**src/rtl/seq_cmp_timer_if.sv**
```systemverilog
// Bundle of control, operand and status signals for seq_cmp_timer.
// The master drives the request/operands; the slave (the timer) drives status.
interface seq_cmp_timer_if #(
   parameter int unsigned W     = 8,
   parameter int unsigned CW    = 10,
   parameter int unsigned DEPTH = 3
);
   logic                 start;
   logic                 abort;
   logic                 mode;
   logic [W-1:0]         a;
   logic [W-1:0]         b;
   logic [2:0]           state;
   logic [3*DEPTH-1:0]   hist;
   logic [CW-1:0]        cnt;
   logic [W-1:0]         a_q;
   logic                 match;
   logic                 done;
   logic                 busy;

   modport master (
      output start, abort, mode, a, b,
      input  state, hist, cnt, a_q, match, done, busy
   );

   modport slave (
      input  start, abort, mode, a, b,
      output state, hist, cnt, a_q, match, done, busy
   );
endinterface

```
**src/rtl/seq_cmp_timer.sv**
```systemverilog
// Sequenced compare-then-wait timer: captures operands, registers a compare
// result, dwells TERM cycles in WAIT and pulses done, with abort and state history.
module seq_cmp_timer #(
   parameter int unsigned W     = 8,
   parameter int unsigned CW    = 10,
   parameter int unsigned TERM  = 1000,
   parameter int unsigned DEPTH = 3
) (
   input logic            i_n0,
   input logic            i_n1,
   seq_cmp_timer_if.slave s_if
);
   localparam int unsigned HW      = 3 * DEPTH;
   localparam logic [CW-1:0] TERM_M1 = CW'(TERM - 1);

   typedef enum logic [2:0] {
      S_IDLE = 3'd0,
      S_LOAD = 3'd1,
      S_CMP  = 3'd2,
      S_WAIT = 3'd3,
      S_DONE = 3'd4
   } state_t;

   state_t          r_state;
   state_t          w_state_nxt;
   logic [HW-1:0]   r_hist;
   logic [CW-1:0]   r_cnt;
   logic [W-1:0]    r_a_q;
   logic [W-1:0]    r_b_q;
   logic            r_mode_q;
   logic            r_match;
   logic            r_done;
   logic            r_busy;

   // State register
   always_ff @(posedge i_n0) begin
      if (i_n1) r_state <= S_IDLE;
      else      r_state <= w_state_nxt;
   end

   // Next-state logic; abort outranks the terminal count, illegal codes recover to IDLE
   always_comb begin
      w_state_nxt = r_state;
      case (r_state)
         S_IDLE: if (s_if.start) w_state_nxt = S_LOAD;
         S_LOAD: w_state_nxt = S_CMP;
         S_CMP:  w_state_nxt = S_WAIT;
         S_WAIT: begin
            if (s_if.abort)            w_state_nxt = S_IDLE;
            else if (r_cnt == TERM_M1) w_state_nxt = S_DONE;
         end
         S_DONE: w_state_nxt = S_IDLE;
         default: w_state_nxt = S_IDLE;
      endcase
   end

   // Datapath, history and registered status flags
   always_ff @(posedge i_n0) begin
      if (i_n1) begin
         r_hist   <= '0;
         r_cnt    <= '0;
         r_a_q    <= '0;
         r_b_q    <= '0;
         r_mode_q <= 1'b0;
         r_match  <= 1'b0;
         r_done   <= 1'b0;
         r_busy   <= 1'b0;
      end else begin
         r_busy      <= (w_state_nxt != S_IDLE);
         r_done      <= (w_state_nxt == S_DONE);
         r_hist[2:0] <= r_state;
         for (int k = 1; k < int'(DEPTH); k++) begin
            r_hist[3*k +: 3] <= r_hist[3*(k-1) +: 3];
         end
         case (r_state)
            S_LOAD: begin
               r_a_q    <= s_if.a;
               r_b_q    <= s_if.b;
               r_mode_q <= s_if.mode;
            end
            S_CMP: begin
               r_match <= r_mode_q ? (r_a_q >= r_b_q) : (r_a_q == r_b_q);
               r_cnt   <= '0;
            end
            S_WAIT: begin
               if (s_if.abort)            r_cnt <= '0;
               else if (r_cnt != TERM_M1) r_cnt <= r_cnt + CW'(1);
            end
            // Count is held through DONE and cleared on the way back to IDLE
            S_DONE: r_cnt <= '0;
            default: ;
         endcase
      end
   end

   assign s_if.state = r_state;
   assign s_if.hist  = r_hist;
   assign s_if.cnt   = r_cnt;
   assign s_if.a_q   = r_a_q;
   assign s_if.match = r_match;
   assign s_if.done  = r_done;
   assign s_if.busy  = r_busy;
endmodule
```
**src/flat_wrapper.sv**
```systemverilog
// flat-port wrapper written by rule: the top's interface ports become plain ports
module seq_cmp_timer_flat 
#(
   parameter int unsigned W     = 8,
   parameter int unsigned CW    = 10,
   parameter int unsigned TERM  = 1000,
   parameter int unsigned DEPTH = 3
)
  (i_n0, i_n1, s_if_start, s_if_abort, s_if_mode, s_if_a, s_if_b, s_if_state, s_if_hist, s_if_cnt, s_if_a_q, s_if_match, s_if_done, s_if_busy);
  seq_cmp_timer_if #(.W(W), .CW(CW), .DEPTH(DEPTH)) s_if_i ();
  input logic i_n0;
  input logic i_n1;
  input wire logic [$bits(s_if_i.start)-1:0] s_if_start;
  input wire logic [$bits(s_if_i.abort)-1:0] s_if_abort;
  input wire logic [$bits(s_if_i.mode)-1:0] s_if_mode;
  input wire logic [$bits(s_if_i.a)-1:0] s_if_a;
  input wire logic [$bits(s_if_i.b)-1:0] s_if_b;
  output wire logic [$bits(s_if_i.state)-1:0] s_if_state;
  output wire logic [$bits(s_if_i.hist)-1:0] s_if_hist;
  output wire logic [$bits(s_if_i.cnt)-1:0] s_if_cnt;
  output wire logic [$bits(s_if_i.a_q)-1:0] s_if_a_q;
  output wire logic [$bits(s_if_i.match)-1:0] s_if_match;
  output wire logic [$bits(s_if_i.done)-1:0] s_if_done;
  output wire logic [$bits(s_if_i.busy)-1:0] s_if_busy;
  assign s_if_i.start = s_if_start;
  assign s_if_i.abort = s_if_abort;
  assign s_if_i.mode = s_if_mode;
  assign s_if_i.a = s_if_a;
  assign s_if_i.b = s_if_b;
  assign s_if_state = s_if_i.state;
  assign s_if_hist = s_if_i.hist;
  assign s_if_cnt = s_if_i.cnt;
  assign s_if_a_q = s_if_i.a_q;
  assign s_if_match = s_if_i.match;
  assign s_if_done = s_if_i.done;
  assign s_if_busy = s_if_i.busy;
  seq_cmp_timer #(.W(W), .CW(CW), .TERM(TERM), .DEPTH(DEPTH)) u_core (.i_n0(i_n0), .i_n1(i_n1), .s_if(s_if_i));
endmodule
```
**config.mk**
```make
export PLATFORM = sky130hd
export DESIGN_NAME = seq_cmp_timer_flat
export DESIGN_NICKNAME = d
export VERILOG_FILES = /design/src/rtl/seq_cmp_timer_if.sv /design/src/rtl/seq_cmp_timer.sv /design/src/flat_wrapper.sv
export SDC_FILE = /design/constraint.sdc
export NUM_CORES = 1
export LEC_CHECK = 0
export CORE_MARGIN = 4
export CORE_UTILIZATION = 47
export CTS_CLUSTER_SIZE = 14
export DETAILED_ROUTE_END_ITERATION = 8
export PLACE_DENSITY = 0.85
export SLEW_MARGIN = 10
export SYNTH_ARGS = -nofsm -noshare
export SYNTH_HDL_FRONTEND = slang
export SYNTH_SLANG_ARGS = --single-unit
```
**constraint.sdc**
```tcl
create_clock -name i_n0 -period 2.3 [get_ports i_n0]
set_clock_uncertainty 0.2 [all_clocks]
set_input_delay 0.46 -clock i_n0 [delete_from_list [all_inputs] [get_ports i_n0]]
set_output_delay 0.46 -clock i_n0 [all_outputs]
set_load 0.01 [all_outputs]
```
# [After elaboration in Yosys (flattened, before gate mapping)]
# Index checks and enable logic that the tools add are counted.
[classes] n_addsub=1 n_lt_le_gt_ge=1 eq_ne=9 muxes=8 n_reduce_logical=5
[ops] operator="two-way mux 10 bit" count=2
[ops] operator="one-hot mux 10 bit (2 select lines)" count=1
[ops] operator="one-hot mux 3 bit (4 select lines)" count=1
[ops] operator="adder 10 x 1 -> 10 bit, second input constant" count=1
[ops] operator="equality test 10 bit, second input constant" count=1
[ops] operator="inequality test 10 bit, second input constant" count=1
[ops] operator="two-way mux 3 bit" count=3
[ops] operator="equality test 8 bit" count=1
[ops] operator="greater-or-equal comparator 8 bit" count=1
[ops] operator="equality test 3 x 2 -> 1 bit, second input constant" count=2
[ops] operator="equality test 3 bit, second input constant" count=2
[ops] operator="equality test 3 x 1 -> 1 bit, second input constant" count=1
[ops] operator="logical NOT 3 bit" count=1
[ops] operator="inequality test 3 x 2 -> 1 bit, second input constant" count=1
[ops] operator="nonzero test 3 bit" count=1
[ops] operator="AND reduction 2 bit" count=1
[ops] operator="nonzero test 2 bit" count=1
[ops] operator="OR reduction 2 bit" count=1
[ops] operator="two-way mux 1 bit" count=1
[word_totals] regBits=42 inputBits=21 out_inout_bits=33 word_cells=33

# [Depth between registers and ports, before layout]
# Gate-level depths: netlist of run 1.
[logic_depth] word_depth=5 depth_mapped=6 mapped_depth_nobuf=6

# [Least setup slack after synthesis of run 1]
# No wires, ideal clock.
[synth_timing] path_kind="reg2reg" startpoint="reg u_core.r_cnt[0], in the netlist u_core.s_if.cnt[0]" endpoint="reg u_core.r_cnt[7], in the netlist u_core.s_if.cnt[7]" setup_time_ns=0.059 arrival_ns=1.751 required_time_ns=2.041 slack_ns=0.290 stages_incl_launch_ff=7 synth_period_minus_slack_ns=2.010 cell_sequence="dfxtp_1 ha_1 nand4_1 or4_1 clkbuf_1 a311oi_1 a41o_1"
[synth_via] elab_chain_cells=4
[synth_lines] element="start: declaration" line_no="seq_cmp_timer.sv:27" rtl="logic [CW-1:0] r_cnt;"
[synth_lines] element="start signal: assignment" line_no="seq_cmp_timer.sv:87" rtl="else if (r_cnt != TERM_M1) r_cnt <= r_cnt + CW'(1);"
[synth_lines] element="adder 10 x 1 -> 10 bit" line_no="seq_cmp_timer.sv:87"
[synth_lines] element="two-way mux 10 bit" line_no="seq_cmp_timer.sv:87"
[synth_lines] element="two-way mux 10 bit" line_no="seq_cmp_timer.sv:86" rtl="if (s_if.abort) r_cnt <= '0;"
[synth_lines] element="one-hot mux 10 bit (2 select lines)" line_no="seq_cmp_timer.sv:75" rtl="case (r_state)"
# Several ways; a longest one is shown, not always the timed one. The select of a mux whose other input is x is not followed.
# A chain may end at the register's enable or synchronous reset.

# [Worst setup path in the final report of run 1]
[layout_timing] startpoint="reg u_core.r_state[1], in the netlist u_core.s_if.state[1]" endpoint="out s_if_state[1]"
[layout_lines] element="start: declaration" line_no="seq_cmp_timer.sv:24" rtl="state_t r_state;"
[layout_lines] element="start signal: assignment" line_no="seq_cmp_timer.sv:38" rtl="else r_state <= w_state_nxt;"
[layout_lines] element="end: declaration" line_no="flat_wrapper.sv:18" rtl="output wire logic [$bits(s_if_i.state)-1:0] s_if_state;"
# No word-level cell between the ends.

==> results of run 1 <==
## layout make-up
cell class	count	area [sq um]	share of cell area [%]
Clock buffer	6	72.6	2.85
Multi-Input combinational cell	152	905	35.6
Clock inverter	2	37.5	1.48
Tap cell	48	60.1	2.36
Timing Repair Buffer	60	583	22.9
Inverter	12	45.0	1.77
Sequential cell	42	841	33.1
## stage by stage
stage                     setup WS (ns)  area (sq um)  setup TNS [ns]
final                             0.130          2540               0
after floorplan                   0.290          1860               0
after global placement          0.00829          2430               0
after detailed placement        -0.0364          2430         -0.0364
after CTS                         0.115          2540               0
after global routing             0.0205          2540               0
## cell usage after synthesis, types with 2 or more instances
cell type and n:
sky130_fd_sc_hd__dfxtp_1 42, sky130_fd_sc_hd__nand2_1 42, sky130_fd_sc_hd__a21oi_1 27, sky130_fd_sc_hd__inv_1 12, sky130_fd_sc_hd__ha_1 9, sky130_fd_sc_hd__nor2b_1 9
sky130_fd_sc_hd__clkbuf_1 8, sky130_fd_sc_hd__nor2_1 8, sky130_fd_sc_hd__nand3_1 7, sky130_fd_sc_hd__nor3_1 5, sky130_fd_sc_hd__o21ai_0 5, sky130_fd_sc_hd__a211oi_1 3
sky130_fd_sc_hd__nand2b_1 3, sky130_fd_sc_hd__or4_1 3, sky130_fd_sc_hd__xnor2_1 3, sky130_fd_sc_hd__a21o_1 2, sky130_fd_sc_hd__buf_4 2, sky130_fd_sc_hd__buf_6 2
sky130_fd_sc_hd__mux2i_1 2, sky130_fd_sc_hd__or3_1 2, sky130_fd_sc_hd__xor2_1 2
## power groups by stage
stage / Combinational, mW / Clock, mW / Sequential, mW
finish: 0.288 / 0.572 / 0.800
CTS: 0.291 / 0.584 / 0.801
global placement: 0.282 / 0 / 0.816
global route: 0.321 / 0.619 / 0.807
floorplan: 0.171 / 0 / 0.818
detailed placement: 0.288 / 0 / 0.817
## layer usage
metal / GRT usage (%) / vias up
met5: 0 / -
met4: 4.80 / 0
met3: 5.40 / 2
met2: 26.4 / 52
met1: 23.8 / 763
li1: - / 851
## state kept, by name, summed over array words and instances, names as in the netlist
register / count
u_core.r_b_q: 8
u_core.r_mode_q: 1
u_core.s_if.a_q: 8
u_core.s_if.busy: 1
u_core.s_if.cnt: 10
u_core.s_if.done: 1
u_core.s_if.hist: 9
u_core.s_if.match: 1
u_core.s_if.state: 3
## path summary, 6_finish.rpt
check / slack [ns] / cells after the start / start / endpoint
max: 0.13 / 1 / u_core.s_if.state[1] / s_if_state[1]
min: 0.26 / 1 / u_core.s_if.hist[1] / u_core.s_if.hist[4]
max reg2reg: 0.21 / 5 / u_core.s_if.cnt[1] / u_core.s_if.cnt[7]
min reg2reg: 0.26 / 1 / u_core.s_if.hist[1] / u_core.s_if.hist[4]
## cells in the final DEF (no fill, tap or decap), types with 2 or more instances in the layout
cell and count:
sky130_fd_sc_hd__a211oi_1 3, sky130_fd_sc_hd__a21o_1 2, sky130_fd_sc_hd__a21oi_1 27, sky130_fd_sc_hd__buf_4 7, sky130_fd_sc_hd__clkbuf_8 5, sky130_fd_sc_hd__clkdlybuf4s50_1 53, sky130_fd_sc_hd__dfxtp_1 42, sky130_fd_sc_hd__ha_1 9
sky130_fd_sc_hd__inv_1 12, sky130_fd_sc_hd__mux2i_1 2, sky130_fd_sc_hd__nand2_1 42, sky130_fd_sc_hd__nand2b_1 3, sky130_fd_sc_hd__nand3_1 7, sky130_fd_sc_hd__nor2_1 8, sky130_fd_sc_hd__nor2b_1 9, sky130_fd_sc_hd__nor3_1 5
sky130_fd_sc_hd__o21ai_0 5, sky130_fd_sc_hd__or3_1 2, sky130_fd_sc_hd__or4_1 3, sky130_fd_sc_hd__xnor2_1 3, sky130_fd_sc_hd__xor2_1 2
## cell families after synthesis
logic type / count (synthesis) / share of synthesized area [%]
flip-flops: 42 / 45.3
multiplexers: 2 / 1.08
buffers and inverters: 24 / 6.06
AND/OR/NAND/NOR: 91 / 24.6
adder cells (fa/ha/maj): 9 / 6.06
XOR/XNOR: 5 / 2.36
AO/OA/AOI/OAI: 45 / 14.6
==> flow_summary.ini, run 1 <==
[floorplanning]
row_count = 22
floorplan.initialDensity_pct = 49.6
floorplan.die_area_sq_um = 5020
die_w_um = 70.9
die-height_um = 70.9
core_area_sq_um = 3740
num_io_pins = 54

[route]
route.detailed.vias_per_inst = 5.18
firstDrtPassIters = 4
route.vias.total = 1668
highest_layer = met4
route.met3.wl_um = 234
drt-wirelength-per-cell_um = 12.8
routedLengthMet1_mm = 1.95
postRouteAntennaNets = 0
met2_length_mm = 1.90
detailedRoute.firstIterationViolations = 125
drc = 0
wl_mm = 4.12

[synth]
postSynthAreaPerCell_sq_um = 8.52
yosys_warnings = 0
synth_edf_count = 0
async_reset_ff_share_pct = 0
syn-cell-area_sq_um = 1860
netlist_top_cells_area = sky130_fd_sc_hd__dfxtp_1 (45%), sky130_fd_sc_hd__nand2_1 (8.5%), sky130_fd_sc_hd__a21oi_1 (7.3%), sky130_fd_sc_hd__ha_1 (6.1%), sky130_fd_sc_hd__nor2b_1 (3.0%)
synth_largest_type_area_fraction_pct = 45.3
netlist_instances = 218
mappedNetlistNets = 248
yosys.area.top_type = sky130_fd_sc_hd__dfxtp_1
synthDistinctLibCells = 41
synthFlopType = sky130_fd_sc_hd__dfxtp_1
seq_area_frac_synth_pct = 45.3
ys_seq_elements = 42

[sta]
tightest_slew_ns = 0.567
finalSetupViolations = 0
grt_setup_unrepaired = no
min_period_over_period_pct = 94.4
period_needed_ns = 2.17
worst_hold_slack_ns = 0.260
fmaxAchievable_mhz = 461
max-slew-margin-rel_pct = 62.2
report.final.slew_viol_count = 0
final_hold_violations = 0

[power_and_ir_drop]
leakage_nw = 0.932
power.sequential.fraction_pct = 48.2
net-switching-power_mw = 0.423
p_total_mw = 1.66
power.switching_fraction_pct = 25.5
power.combinational.fraction_pct = 17.4
p_int_mw = 1.24
max-vdd-ir-drop_v = 0.000317
power.clock.fraction_pct = 34.5
power_density_relative_to_cell_area_nw_per_um2 = 653

[final_layout]
count_of_nets_after_finishing = 303
drive_gt1_share_pct = 7.30
antenna-diode-count = 0
syn_to_final_growth_pct = 36.9
nFillCells = 344
utilization_pct = 67.9
layout.cells.non_filler = 322

[critical_path]
worst-setup-path-type = reg2out
cp_max_fo = 13
setup.worst_path.end_class = output port
critical_path.n_buffers_inverters = 1
required_ns = 1.64
critical-path-slowest-cell = sky130_fd_sc_hd__clkdlybuf4s50_1
timing.critical_path.max_delay_family = buffers and inverters
critPathArrivalTime_ns = 1.51
worstSetupStartpointType = register
critical-path-max-stage-delay_ns = 0.62
cp_cell_sequence = clkdlybuf4s50_1

[flow_run]
max-cap-violations = 0

[placement]
port-buffer-count = 53
place.gp.congestion = 0.861
dp_hpwl_mm = 3.05
dp.cells = 314

[global_routing]
grt_pass1_wl_mm = 7.07
total_overflow_reported_by_the_global_router = 0
grtUsageTotal_pct = 17.4
antenna_found_initial = 0
vias_in_the_first_global_route = 1544
grt_max_degree = 19

[clock_network]
level_count_of_the_clock_h_tree = 2
number_of_buffers_on_the_longest_clock_path = 2
postCtsResizedCells = 0
postCtsHoldBufs = 0
clk_pin_slew_ns = 0.08
root_buffer = sky130_fd_sc_hd__clkbuf_8
cts_setup_buffers = 0
cts.sink_count = 42
clock_tree_from_tritoncts = built
numCtsBuffers = 5
clk_latency_ns = 0.29

[outcome]
status = finished clean

[min_path]
hold_class = reg2reg
No activity file was read; power rests on OpenSTA's default activity.
==> inputs of run 2 (changes only) <==
--- a/config.mk
+++ b/config.mk
@@ -5,11 +5,12 @@
 export SDC_FILE = /design/constraint.sdc
 export NUM_CORES = 1
 export LEC_CHECK = 0
-export CORE_MARGIN = 4
-export CORE_UTILIZATION = 47
+export CORE_MARGIN = 3
+export CORE_UTILIZATION = 49
+export CTS_BUF_LIST = sky130_fd_sc_hd__clkbuf_2 sky130_fd_sc_hd__clkbuf_4 sky130_fd_sc_hd__clkbuf_8
 export CTS_CLUSTER_SIZE = 14
 export DETAILED_ROUTE_END_ITERATION = 8
-export PLACE_DENSITY = 0.85
+export PLACE_DENSITY = 0.88
 export SLEW_MARGIN = 10
 export SYNTH_ARGS = -nofsm -noshare
 export SYNTH_HDL_FRONTEND = slang
==> constraint.sdc (replaced) <==
create_clock -name i_n0 -period 2.3 [get_ports i_n0]
set_clock_uncertainty 0.2 [all_clocks]
set_input_delay 0.46 -clock i_n0 [delete_from_list [all_inputs] [get_ports i_n0]]
set_output_delay 0.46 -clock i_n0 [all_outputs]
set_load 0.02 [all_outputs]
==> run 2 against run 1 <==
Compared with the run above:
- clock power up 1%
- die area shrank 9.1%
- non-clock buffer count is the same
- cell count is 0.62% lower
- sequential share of layout area barely moved
- first-iteration DRC count fell by 29%
- combinational power is 8.0% higher
- largest cell class unchanged
==> flow_summary.ini, run 2 (same netlist as run 1, synthesis figures left out) <==
[critical_path]
setup.worst_path.end_class = register
cp_cell_sequence = ha_1 -> nand4_1 -> or4_1 -> a311oi_1 -> a41o_1
worstSetupStartpointType = register
timing.critical_path.max_delay_family = simple AND/OR/NAND/NOR gates
worst-setup-path-type = reg2reg
critical-path-slowest-cell = sky130_fd_sc_hd__or4_1
r2r_cells = 5
timing.critical_path.depth = 5
critical_path.n_buffers_inverters = 0
critical-path-max-stage-delay_ns = 0.64
required_ns = 2.34
critPathArrivalTime_ns = 2.16
cp_max_fo = 5

[sta]
report.final.slew_viol_count = 0
tightest_slew_ns = 0.584
max-slew-margin-rel_pct = 61.1
timing.setup.tns_ns = 0
min_period_over_period_pct = 92.3
period_needed_ns = 2.12
final_hold_violations = 0
finalSetupViolations = 0
fmaxAchievable_mhz = 471
grt_setup_unrepaired = no

[global_routing]
total_overflow_reported_by_the_global_router = 0
antenna_found_initial = 0
grtUsageTotal_pct = 20.4
grt_pass1_wl_mm = 6.98
grt_max_degree = 24
vias_in_the_first_global_route = 1538

[route]
wl_mm = 4.21
drt-wirelength-per-cell_um = 13.2
firstDrtPassIters = 4
route.detailed.vias_per_inst = 5.19
drc = 0
detailedRoute.firstIterationViolations = 89
route.vias.total = 1660
postRouteAntennaNets = 0

[flow_run]
max-cap-violations = 0

[min_path]
worstHoldPathCells = 2
hold_class = reg2reg

[power_and_ir_drop]
leakage_nw = 0.935
max-vdd-ir-drop_v = 0.000558
power_density_relative_to_cell_area_nw_per_um2 = 664

[floorplanning]
floorplan.initialDensity_pct = 53.2
die-height_um = 67.6
die_w_um = 67.6
core_area_sq_um = 3490
row_count = 21
num_io_pins = 54
floorplan.die_area_sq_um = 4570

[clock_network]
clk_pin_slew_ns = 0.08
number_of_buffers_on_the_longest_clock_path = 2
numCtsBuffers = 5
level_count_of_the_clock_h_tree = 2
cts.sink_count = 42
clock_tree_from_tritoncts = built
clk_latency_ns = 0.29
root_buffer = sky130_fd_sc_hd__clkbuf_8

[placement]
place.gp.congestion = 0.916
dpl_cell_area_sq_um = 2430
dp_hpwl_mm = 3.02
port-buffer-count = 53

[final_layout]
syn_to_final_growth_pct = 37.0
mostFrequentLayoutCell = sky130_fd_sc_hd__clkdlybuf4s50_1
layout.cells.most_common_list = sky130_fd_sc_hd__clkdlybuf4s50_1 (53), sky130_fd_sc_hd__nand2_1 (42), sky130_fd_sc_hd__dfxtp_1 (41)
antenna-diode-count = 0
count_of_nets_after_finishing = 303
drive_gt1_share_pct = 8.03
final_design_area_no_fill_sq_um = 2550
largest_reg_flops = 10

[outcome]
status = finished clean
-- run 2: final cells by class --
class,count,area (sq um)
Clock buffer,6,76.3
Clock inverter,2,37.5
Fill cell,273,948
Inverter,12,45.0
Multi-Input combinational cell,152,905
Sequential cell,42,842
Tap cell,46,57.6
Timing Repair Buffer,60,583
-- run 2: repair_timing --
| item | 4_1_cts | 5_1_grt |
|---|---|---|
| buffers inserted | 0 | 0 |
| hold buffers | 0 | 0 |
| setup endpoints to repair | 0 | 1 |
| endpoints found under the hold margin | 0 | 0 |
| gates resized for setup | 0 | 1 |
-- run 2: routing by layer --
| layer | global-route usage, % | up-vias | routed length, um |
|---|---|---|---|
| li1 | - | 857 | - |
| met1 | 27.3 | 744 | 1990 |
| met2 | 31.7 | 57 | 1930 |
| met3 | 6.16 | 2 | 267 |
| met4 | 5.32 | 0 | 19 |
| met5 | 0 | - | 0 |
-- run 2: final timing paths --
kind	startpoint	end	slack (ns)
setup / recovery	u_core.s_if.cnt[0]	u_core.s_if.cnt[7]	0.18
hold / removal	u_core.r_b_q[3]	u_core.r_b_q[3]	0.26
setup reg to reg	u_core.s_if.cnt[0]	u_core.s_if.cnt[7]	0.18
hold reg to reg	u_core.r_b_q[3]	u_core.r_b_q[3]	0.26
-- run 2: through the flow --
stage / worst slack, ns / instances / hold slack, ns / power, mW / utilization (%)
6_report: 0.177 / 320 / 0.258 / 1.69 / 72.9
5_1_grt: 0.0654 / 320 / 0.281 / 1.78 / 72.9
4_1_cts: 0.0491 / 320 / 0.259 / 1.70 / 72.8
3_5_place_dp: -0.0547 / 312 / 0.248 / 1.13 / 69.6
3_3_place_gp: -0.0342 / 312 / 0.243 / 1.12 / 69.6
2_1_floorplan: 0.198 / 218 / 0.236 / 1.01 / -
-- run 2: where the power goes --
part	leakage, nW	switching, mW	internal [mW]	total (mW)
Clock	0.0548	0.242	0.336	0.578
Combinational	0.539	0.162	0.150	0.311
Sequential	0.342	0.0359	0.766	0.802
Total	0.935	0.440	1.25	1.69
-- run 2: tightest hold or removal path: cells and delay by family (launching register included) --
kind	cells	cell delay (ns)
and+or+nand+nor	1	0.05
DFF	1	0.31
AOI/OAI and AO/OA	1	0.05
==> inputs of run 3 (changes only) <==
==> constraint.sdc (replaced) <==
create_clock -name i_n0 -period 2.3 [get_ports i_n0]
set_clock_uncertainty 0.2 [all_clocks]
set_input_delay 0.46 -clock i_n0 [delete_from_list [all_inputs] [get_ports i_n0]]
set_output_delay 0.46 -clock i_n0 [all_outputs]
set_load 0.05 [all_outputs]
==> run 3 against run 2 <==
Compared with the run above:
- worst setup slack got worse by 0.10 ns
- via count increased by 0.96%
- first-iteration DRC count increased by 33%
- critical path depth decreased by 4
- cell count decreased by 0.31%
- maximum frequency decreased by 4.7%
- combinational power increased by 21%
- clock-buffer cell count unchanged
- non-clock buffer count unchanged
- design area about the same
- die area unchanged
- routed wire length increased by 3.2%
- critical path type is now reg2out
- largest cell class unchanged
- highest routed layer unchanged
==> flow_summary.ini, run 3 (same netlist as run 1, synthesis figures left out) <==
[outcome]
status = finished clean

[sta]
min_period_over_period_pct = 96.8
period_needed_ns = 2.23
fmaxAchievable_mhz = 449
final_setup_margin_ns = 0.0731
report.final.slew_viol_count = 0
timing.setup.tns_ns = 0
max-slew-margin-rel_pct = 61.3
final_hold_violations = 0
finalSetupViolations = 0
grt_setup_unrepaired = no
tightest_slew_ns = 0.581

[clock_network]
number_of_buffers_on_the_longest_clock_path = 2
postCtsHoldBufs = 0
root_buffer = sky130_fd_sc_hd__clkbuf_8
cts_setup_buffers = 0
numCtsBuffers = 5
postCtsResizedCells = 0
level_count_of_the_clock_h_tree = 2
clk_pin_slew_ns = 0.08
cts.sink_count = 42
clock_tree_from_tritoncts = built
clk_latency_ns = 0.29

[critical_path]
critical-path-slowest-cell = sky130_fd_sc_hd__clkdlybuf4s50_1
timing.critical_path.depth = 1
cp_cell_sequence = clkdlybuf4s50_1
r2r_cells = 5
worstSetupStartpointType = register
required_ns = 1.64
crit_path_end = s_if_cnt[7]
setup.worst_path.end_class = output port
rr_startpoint = u_core.s_if.cnt[0]
cp_max_fo = 5
regToRegSetupSlack_ns = 0.13
worst_reg2reg_endpoint = u_core.s_if.cnt[7]
critical_path.n_buffers_inverters = 1
worst-setup-path-type = reg2out
critical-path-max-stage-delay_ns = 0.84
cp-startpoint = u_core.s_if.cnt[7]
critPathArrivalTime_ns = 1.57
timing.critical_path.max_delay_family = buffers and inverters

[placement]
port-buffer-count = 53
dp_hpwl_mm = 3.08
place_ws_ns = -0.154
place.gp.congestion = 0.899
dpl_cell_area_sq_um = 2430

[route]
route.detailed.vias_per_inst = 5.25
route.vias.total = 1676
postRouteAntennaNets = 0
wl_mm = 4.34
drc = 0
detailedRoute.firstIterationViolations = 118
firstDrtPassIters = 4
drt-wirelength-per-cell_um = 13.6

[global_routing]
grt_pass1_wl_mm = 7.07
total_overflow_reported_by_the_global_router = 0
antenna_found_initial = 0
vias_in_the_first_global_route = 1506
grtUsageTotal_pct = 20.8
grt_max_degree = 35

[floorplanning]
row_count = 21
num_io_pins = 54
die_w_um = 67.6
die-height_um = 67.6
core_area_sq_um = 3490
floorplan.die_area_sq_um = 4570
floorplan.initialDensity_pct = 53.2

[final_layout]
count_of_nets_after_finishing = 303
drive_gt1_share_pct = 9.16
largest_reg_flops = 10
sequential_cell_area_sq_um = 843
antenna-diode-count = 0
layout.cells.most_common_list = sky130_fd_sc_hd__clkdlybuf4s50_1 (48), sky130_fd_sc_hd__nand2_1 (42), sky130_fd_sc_hd__dfxtp_1 (40)
nFillCells = 277
final_design_area_no_fill_sq_um = 2540
mostFrequentLayoutCell = sky130_fd_sc_hd__clkdlybuf4s50_1
multi_input_logic_area_sq_um = 905
syn_to_final_growth_pct = 36.9

[power_and_ir_drop]
max-vdd-ir-drop_v = 0.000361
p_total_mw = 1.76
leakage_nw = 0.983
power_density_relative_to_cell_area_nw_per_um2 = 693

[min_path]
hold_class = reg2reg

[flow_run]
max-cap-violations = 0
==> run 3: cell count changes in the layout (fill, tap and decap cells not counted), sizes merged <==
cell / before / now
buf: 7 / 10
dlymetal6s2s: 0 / 2
clkdlybuf4s50: 53 / 48
clkinvlp: 1 / 0
==> run 3: area by class of cell <==
cell class	count	share of cell area [%]
Clock buffer	6	3.25
Clock inverter	1	1.18
Inverter	12	1.77
Multi-Input combinational cell	152	35.6
Sequential cell	42	33.2
Tap cell	46	2.26
Timing Repair Buffer	60	22.8
==> run 3: metal layers <==
layer	routed length (um)	vias to the layer above	share of wire (%)	GRT usage [%]
met3	278	8	6.4	5.49
met2	2040	60	47	32.6
met4	65	0	1.5	6.84
li1	-	850	-	-
met1	1960	758	45	27.6
met5	0	-	0	0
==> run 3: where the power goes <==
group / leakage, nW / internal, mW / switching, mW
combinational: 0.583 / 0.149 / 0.226
clock: 0.0573 / 0.347 / 0.243
sequential: 0.342 / 0.766 / 0.0320
==> run 3: worst min path at each step <==
stage	end	depth (start not counted)	startpoint	slack [ns]
after CTS	u_core.r_b_q[6]	2	u_core.r_b_q[6]	0.26
after global placement	u_core.r_b_q[4]	2	u_core.r_b_q[4]	0.24
after floorplan	u_core.r_b_q[1]	2	u_core.r_b_q[1]	0.24
after detailed placement	u_core.r_b_q[6]	2	u_core.r_b_q[6]	0.25
after global routing	u_core.r_b_q[4]	2	u_core.r_b_q[4]	0.27
final	u_core.r_b_q[4]	2	u_core.r_b_q[4]	0.26
==> run 3: stage by stage <==
step	cells	hold WS [ns]	utilization [%]
floorplan	218	0.236	-
finish	319	0.255	72.8
global route	319	0.271	72.8
CTS	319	0.258	72.6
global placement	312	0.242	69.4
detailed placement	312	0.247	69.4
==> variant 1: new RTL, settings of run 3 <==
`W` is set to 8 in 3 places; all go to 12.
--- a/src/rtl/seq_cmp_timer_if.sv
+++ b/src/rtl/seq_cmp_timer_if.sv
@@ -1,7 +1,7 @@
 // Bundle of control, operand and status signals for seq_cmp_timer.
 // The master drives the request/operands; the slave (the timer) drives status.
 interface seq_cmp_timer_if #(
-   parameter int unsigned W     = 8,
+   parameter int unsigned W     = 12,
    parameter int unsigned CW    = 10,
    parameter int unsigned DEPTH = 3
 );
--- a/src/rtl/seq_cmp_timer.sv
+++ b/src/rtl/seq_cmp_timer.sv
@@ -1,7 +1,7 @@
 // Sequenced compare-then-wait timer: captures operands, registers a compare
 // result, dwells TERM cycles in WAIT and pulses done, with abort and state history.
 module seq_cmp_timer #(
-   parameter int unsigned W     = 8,
+   parameter int unsigned W     = 12,
    parameter int unsigned CW    = 10,
    parameter int unsigned TERM  = 1000,
    parameter int unsigned DEPTH = 3
--- a/src/flat_wrapper.sv
+++ b/src/flat_wrapper.sv
@@ -1,7 +1,7 @@
 // flat-port wrapper written by rule: the top's interface ports become plain ports
 module seq_cmp_timer_flat 
 #(
-   parameter int unsigned W     = 8,
+   parameter int unsigned W     = 12,
    parameter int unsigned CW    = 10,
    parameter int unsigned TERM  = 1000,
    parameter int unsigned DEPTH = 3
Ports: changed (resized s_if_a, s_if_a_q and s_if_b); port bits go from 54 to 66. The function was not compared with the original's and may differ.
==> variant 1 against run 3 <==
Non-clock buffer count is 9 higher. Sequential cell count is 8 higher. Synthesized cell count is 18% higher. Total power is 12% higher. Setup slack worse by 0.039 ns. Cell area is 16% higher. Area after synthesis is 18% higher. Fmax is 1.7% lower. Wire length is 15% higher. Sequential power is 18% higher. Count of clock-buffer cells in the layout stayed put. Critical path depth stayed put. Largest cell class unchanged.
==> variant 1: results <==
[place]
gp_congestion = 0.808
portBuffers = 65
dp_hpwl_um = 3560

[power]
p_leak_uw = 0.00109
vdd_drop_max_v = 0.000418

[yosys]
synthTopCellsByCount = nand2_1 (55), dfxtp_1 (50), a21oi_1 (32), nor2_1 (20), inv_1 (18)
synth.distinct_cells = 36
ys_top_cells_by_area = dfxtp_1 (46%), nand2_1 (9.5%), ha_1 (7.4%)
seq_area_frac_synth_pct = 45.8
syn_nets = 299
synth_warnings = 0

[outcome]
status = complete, no violations

[global_routing]
track_usage_pct = 20.2
grt_pass1_vias = 1884
grt_pass1_wl_um = 8340
grt_max_degree = 41

[detailed_routing]
viasPerCell = 5.24
drt_wl_total_um = 4990
drt_first_pass_iters = 4
drtIter0Drc = 130

[sta]
tightest_slew_ns = 0.518

[worst_setup_path]
crit_path_max_incr_delay_ns = 0.86
cp_max_fo = 6
crit_arrival_ns = 1.61
rrSetupSlack_ns = 0.46

[finish]
layout-drive-gt1-share_pct = 5.61
layout.nets = 363
fillers = 328

[clock_network]
cts-resized-gates = 0
cts_buffer_depth = 2
clock_latency_ns = 0.31
## variant 1: layer usage
layer  global-route usage (%)  wire length (um)  vias to the layer above
met5                        0                 0                        -
met4                     7.38                82                        0
met3                     6.20               407                        7
met2                     34.3              2410                       76
met1                     23.9              2090                      878
li1                         -                 -                      982
## variant 1: logic make-up (layout without fill, tap and decap cells)
| family | count (synthesis) | in the layout | share of synthesized area (%) |
|---|---|---|---|
| multiplexers | 2 | 2 | 0.974 |
| flip-flops | 50 | 50 | 45.8 |
| buffers and inverters | 31 | 95 | 6.88 |
| AO/OA/AOI/OAI | 45 | 45 | 12.4 |
| AND/OR/NAND/NOR | 108 | 108 | 23.2 |
| XOR/XNOR | 8 | 8 | 3.21 |
| adder cells (fa/ha/maj) | 13 | 13 | 7.45 |
## variant 1: metrics by stage
| stage | area (um^2) | util (%) | setup WS (ns) | instances | hold slack, ns |
|---|---|---|---|---|---|
| 4_1_cts | 2950 | 71.3 | 0.0371 | 371 | 0.262 |
| 3_3_place_gp | 2840 | 68.5 | 0.270 | 364 | 0.243 |
| 6_report | 2950 | 71.3 | 0.0340 | 371 | 0.261 |
| 5_1_grt | 2950 | 71.3 | 0.00460 | 371 | 0.271 |
| 2_1_floorplan | 2180 | - | 0.305 | 257 | 0.236 |
| 3_5_place_dp | 2840 | 68.5 | 0.172 | 364 | 0.250 |
## variant 1: where the power goes
part | internal, uW | total [uW] | switching (uW)
registers | 908 | 945 | 37.2
logic | 166 | 407 | 242
clock network | 348 | 628 | 280
total | 1420 | 1980 | 559
## variant 1: final timing paths
check,cells after the start,end,from
worst min register to register,2,u_core.r_b_q[3]$_SDFFE_PP0P_,u_core.r_b_q[3]$_SDFFE_PP0P_
worst max register to register,4,u_core.s_if.cnt[2]$_SDFFE_PP0P_,u_core.s_if.state[2]$_SDFF_PP0_
worst max-delay path,1,s_if_cnt[2],u_core.s_if.cnt[2]$_SDFFE_PP0P_
worst min-delay path,2,u_core.r_b_q[3]$_SDFFE_PP0P_,u_core.r_b_q[3]$_SDFFE_PP0P_
## variant 1: area by class of cell
cell class,instances,area [um^2],area share [%]
multi-input cells,176,1030,35.0
flip-flops and latches,50,1000,33.9
repair buffers,69,673,22.8
clock buffers,6,82.6,2.80
inverters,19,71.3,2.42
well taps,50,62.6,2.12
clock inverters,1,30.0,1.02
==> variant 2: new RTL, flow settings as in run 3 <==
Made on the original files. Register the input `i_n1` before use. The logic sees it one clock later. The other inputs are not delayed to match.
--- a/src/rtl/seq_cmp_timer.sv
+++ b/src/rtl/seq_cmp_timer.sv
@@ -21,6 +21,12 @@
       S_DONE = 3'd4
    } state_t;
 
+   logic i_n1_q;
+
+   always_ff @(posedge i_n0) begin
+      i_n1_q <= i_n1;
+   end
+
    state_t          r_state;
    state_t          w_state_nxt;
    logic [HW-1:0]   r_hist;
@@ -34,7 +40,7 @@
 
    // State register
    always_ff @(posedge i_n0) begin
-      if (i_n1) r_state <= S_IDLE;
+      if (i_n1_q) r_state <= S_IDLE;
       else      r_state <= w_state_nxt;
    end
 
@@ -56,7 +62,7 @@
 
    // Datapath, history and registered status flags
    always_ff @(posedge i_n0) begin
-      if (i_n1) begin
+      if (i_n1_q) begin
          r_hist   <= '0;
          r_cnt    <= '0;
          r_a_q    <= '0;
Behaviour: not the same (Yosys sat finds a counterexample within 4 cycles, from zero or initial values).
==> variant 2 against run 3 <==
First-iteration DRC count shrank 0.85%. Wire length shrank 5.5%. Highest routed layer unchanged. Sequential cell count grew 1. Critical endpoint is now s_if_cnt[2]. Register-to-register slack gained 0.20 ns. Sequential share of layout area grew 0.33 points. Setup slack lost 0.0054 ns. Area after synthesis grew 0.47%. Total power grew 1.9%. Cell area grew 1.1%. Non-clock buffer count shrank 1.
==> variant 2: results <==
[outcome]
status = complete, no violations

[worst_setup_path]
crit_arrival_ns = 1.57
crit_path_max_incr_delay_ns = 0.84
worst_path_max_delay_cell = clkdlybuf4s50_1
cp_top_family = buffers and inverters
cp_max_fo = 7

[place]
placed_area_um2 = 2430
gp_congestion = 0.796
dp.cells = 308
portBuffers = 53
dp_slack_ns = -0.0221
dp_hpwl_um = 2980

[yosys]
synth_warnings = 0
synthFlopType = dfxtp_1
syn_avg_cell_area_um2 = 8.76
ys_top_cells_by_area = dfxtp_1 (46%), nand2_1 (8.6%), a21oi_1 (6.7%)
synth.distinct_cells = 37
seq_area_frac_synth_pct = 46.1
synthTopCellsByCount = dfxtp_1 (43), nand2_1 (43), a21oi_1 (25), nor2_1 (15), inv_1 (10)
syn_nets = 243

[hold_path]
min_path_type = flop to flop

[clock_network]
clock_latency_ns = 0.29
cts_buffers = 5
clk_transition_reported_paths_ns = 0.08
root_buffer = clkbuf_8
cts_buffer_depth = 2

[detailed_routing]
vias = 1688
drt_first_pass_iters = 4
drtIter0Drc = 117
drt_wl_total_um = 4100

[finish]
diodes = 0
fillers = 268
layout.nets = 299
fin_cells = 316
layout-drive-gt1-share_pct = 8.89
largest_register_ffs = 10

[power]
vdd_drop_max_v = 0.000439
internal-power_uw = 1330
p_leak_uw = 0.000977

[global_routing]
grt_pass1_vias = 1542
grt_max_degree = 30
antenna_found_initial = 0
track_usage_pct = 19.3
grt_pass1_wl_um = 6610

[sta]
relSlewSlack_pct = 51.0
-- variant 2: changes by cell type after synthesis, sizes merged, moves of 3 or more --
cell	before	now
clkbuf	8	5
nand4	1	4
nor3	6	3
nor2	8	15
nand3	7	4
xnor2	3	6
a31oi	0	3
-- variant 2: repair_timing --
item	in CTS	in global routing
endpoints found under the setup margin	0	2
buffers inserted	0	0
hold buffers	0	0
gates resized for setup	0	2
-- variant 2: power groups by stage --
stage	Combinational, uW	Sequential, uW	Clock, uW
6_report	305	802	688
5_1_grt	334	807	730
4_1_cts	308	802	704
3_5_place_dp	306	820	0
3_3_place_gp	299	819	0
2_1_floorplan	132	887	0
-- variant 2: worst reg2reg max path, stage by stage (launching register included) --
cell,delay [ns]
dfxtp_1,0.36
ha_1,0.28
and2_1,0.21
a31o_4,0.22
or4_1,0.49
a21oi_1,0.14
-- variant 2: kinds of logic (layout without fill, tap and decap cells) --
logic type	count (synthesis)	in the layout	synth area share (%)
compound gates	43	43	15.1
xor+xnor	7	7	3.28
fa+ha+maj	9	9	6.03
buf+inv	20	77	5.36
flops	43	43	46.1
simple gates	91	91	24.1
-- variant 2: layout make-up --
type / instances / area (um^2) / share of cell area, %
multi-input combinational: 150 / 906 / 35.2
clock buffer: 5 / 68.8 / 2.68
inverter: 10 / 37.5 / 1.46
tap: 46 / 57.6 / 2.24
clock inverter: 3 / 67.6 / 2.63
timing repair buffer: 59 / 573 / 22.3
sequential: 43 / 861 / 33.5
-- variant 2: metrics by stage --
step           power, uW  TNS (ns)
6_report            1800         0
5_1_grt             1870         0
4_1_cts             1810         0
3_5_place_dp        1130   -0.0374
3_3_place_gp        1120         0
2_1_floorplan       1020         0
-- variant 2: worst paths after layout --
path | from | end | slack, ns | cells after the start
max | u_core.s_if.cnt[2]$_SDFFE_PP0P_ | s_if_cnt[2] | 0.07 | 1
min | u_core.r_b_q[1]$_SDFFE_PP0P_ | u_core.r_b_q[1]$_SDFFE_PP0P_ | 0.26 | 2
max reg2reg | u_core.s_if.cnt[0]$_SDFFE_PP0P_ | u_core.s_if.cnt[8]$_SDFFE_PP0P_ | 0.33 | 5
min reg2reg | u_core.r_b_q[1]$_SDFFE_PP0P_ | u_core.r_b_q[1]$_SDFFE_PP0P_ | 0.26 | 2
-- variant 2: metal layers --
| metal | vias to the layer above | wire, um | GRT usage [%] |
|---|---|---|---|
| li1 | 834 | - | - |
| met1 | 804 | 1770 | 22.7 |
| met2 | 46 | 2070 | 33.7 |
| met3 | 4 | 223 | 3.66 |
| met4 | 0 | 41 | 8.35 |
| met5 | - | 0 | 0 |
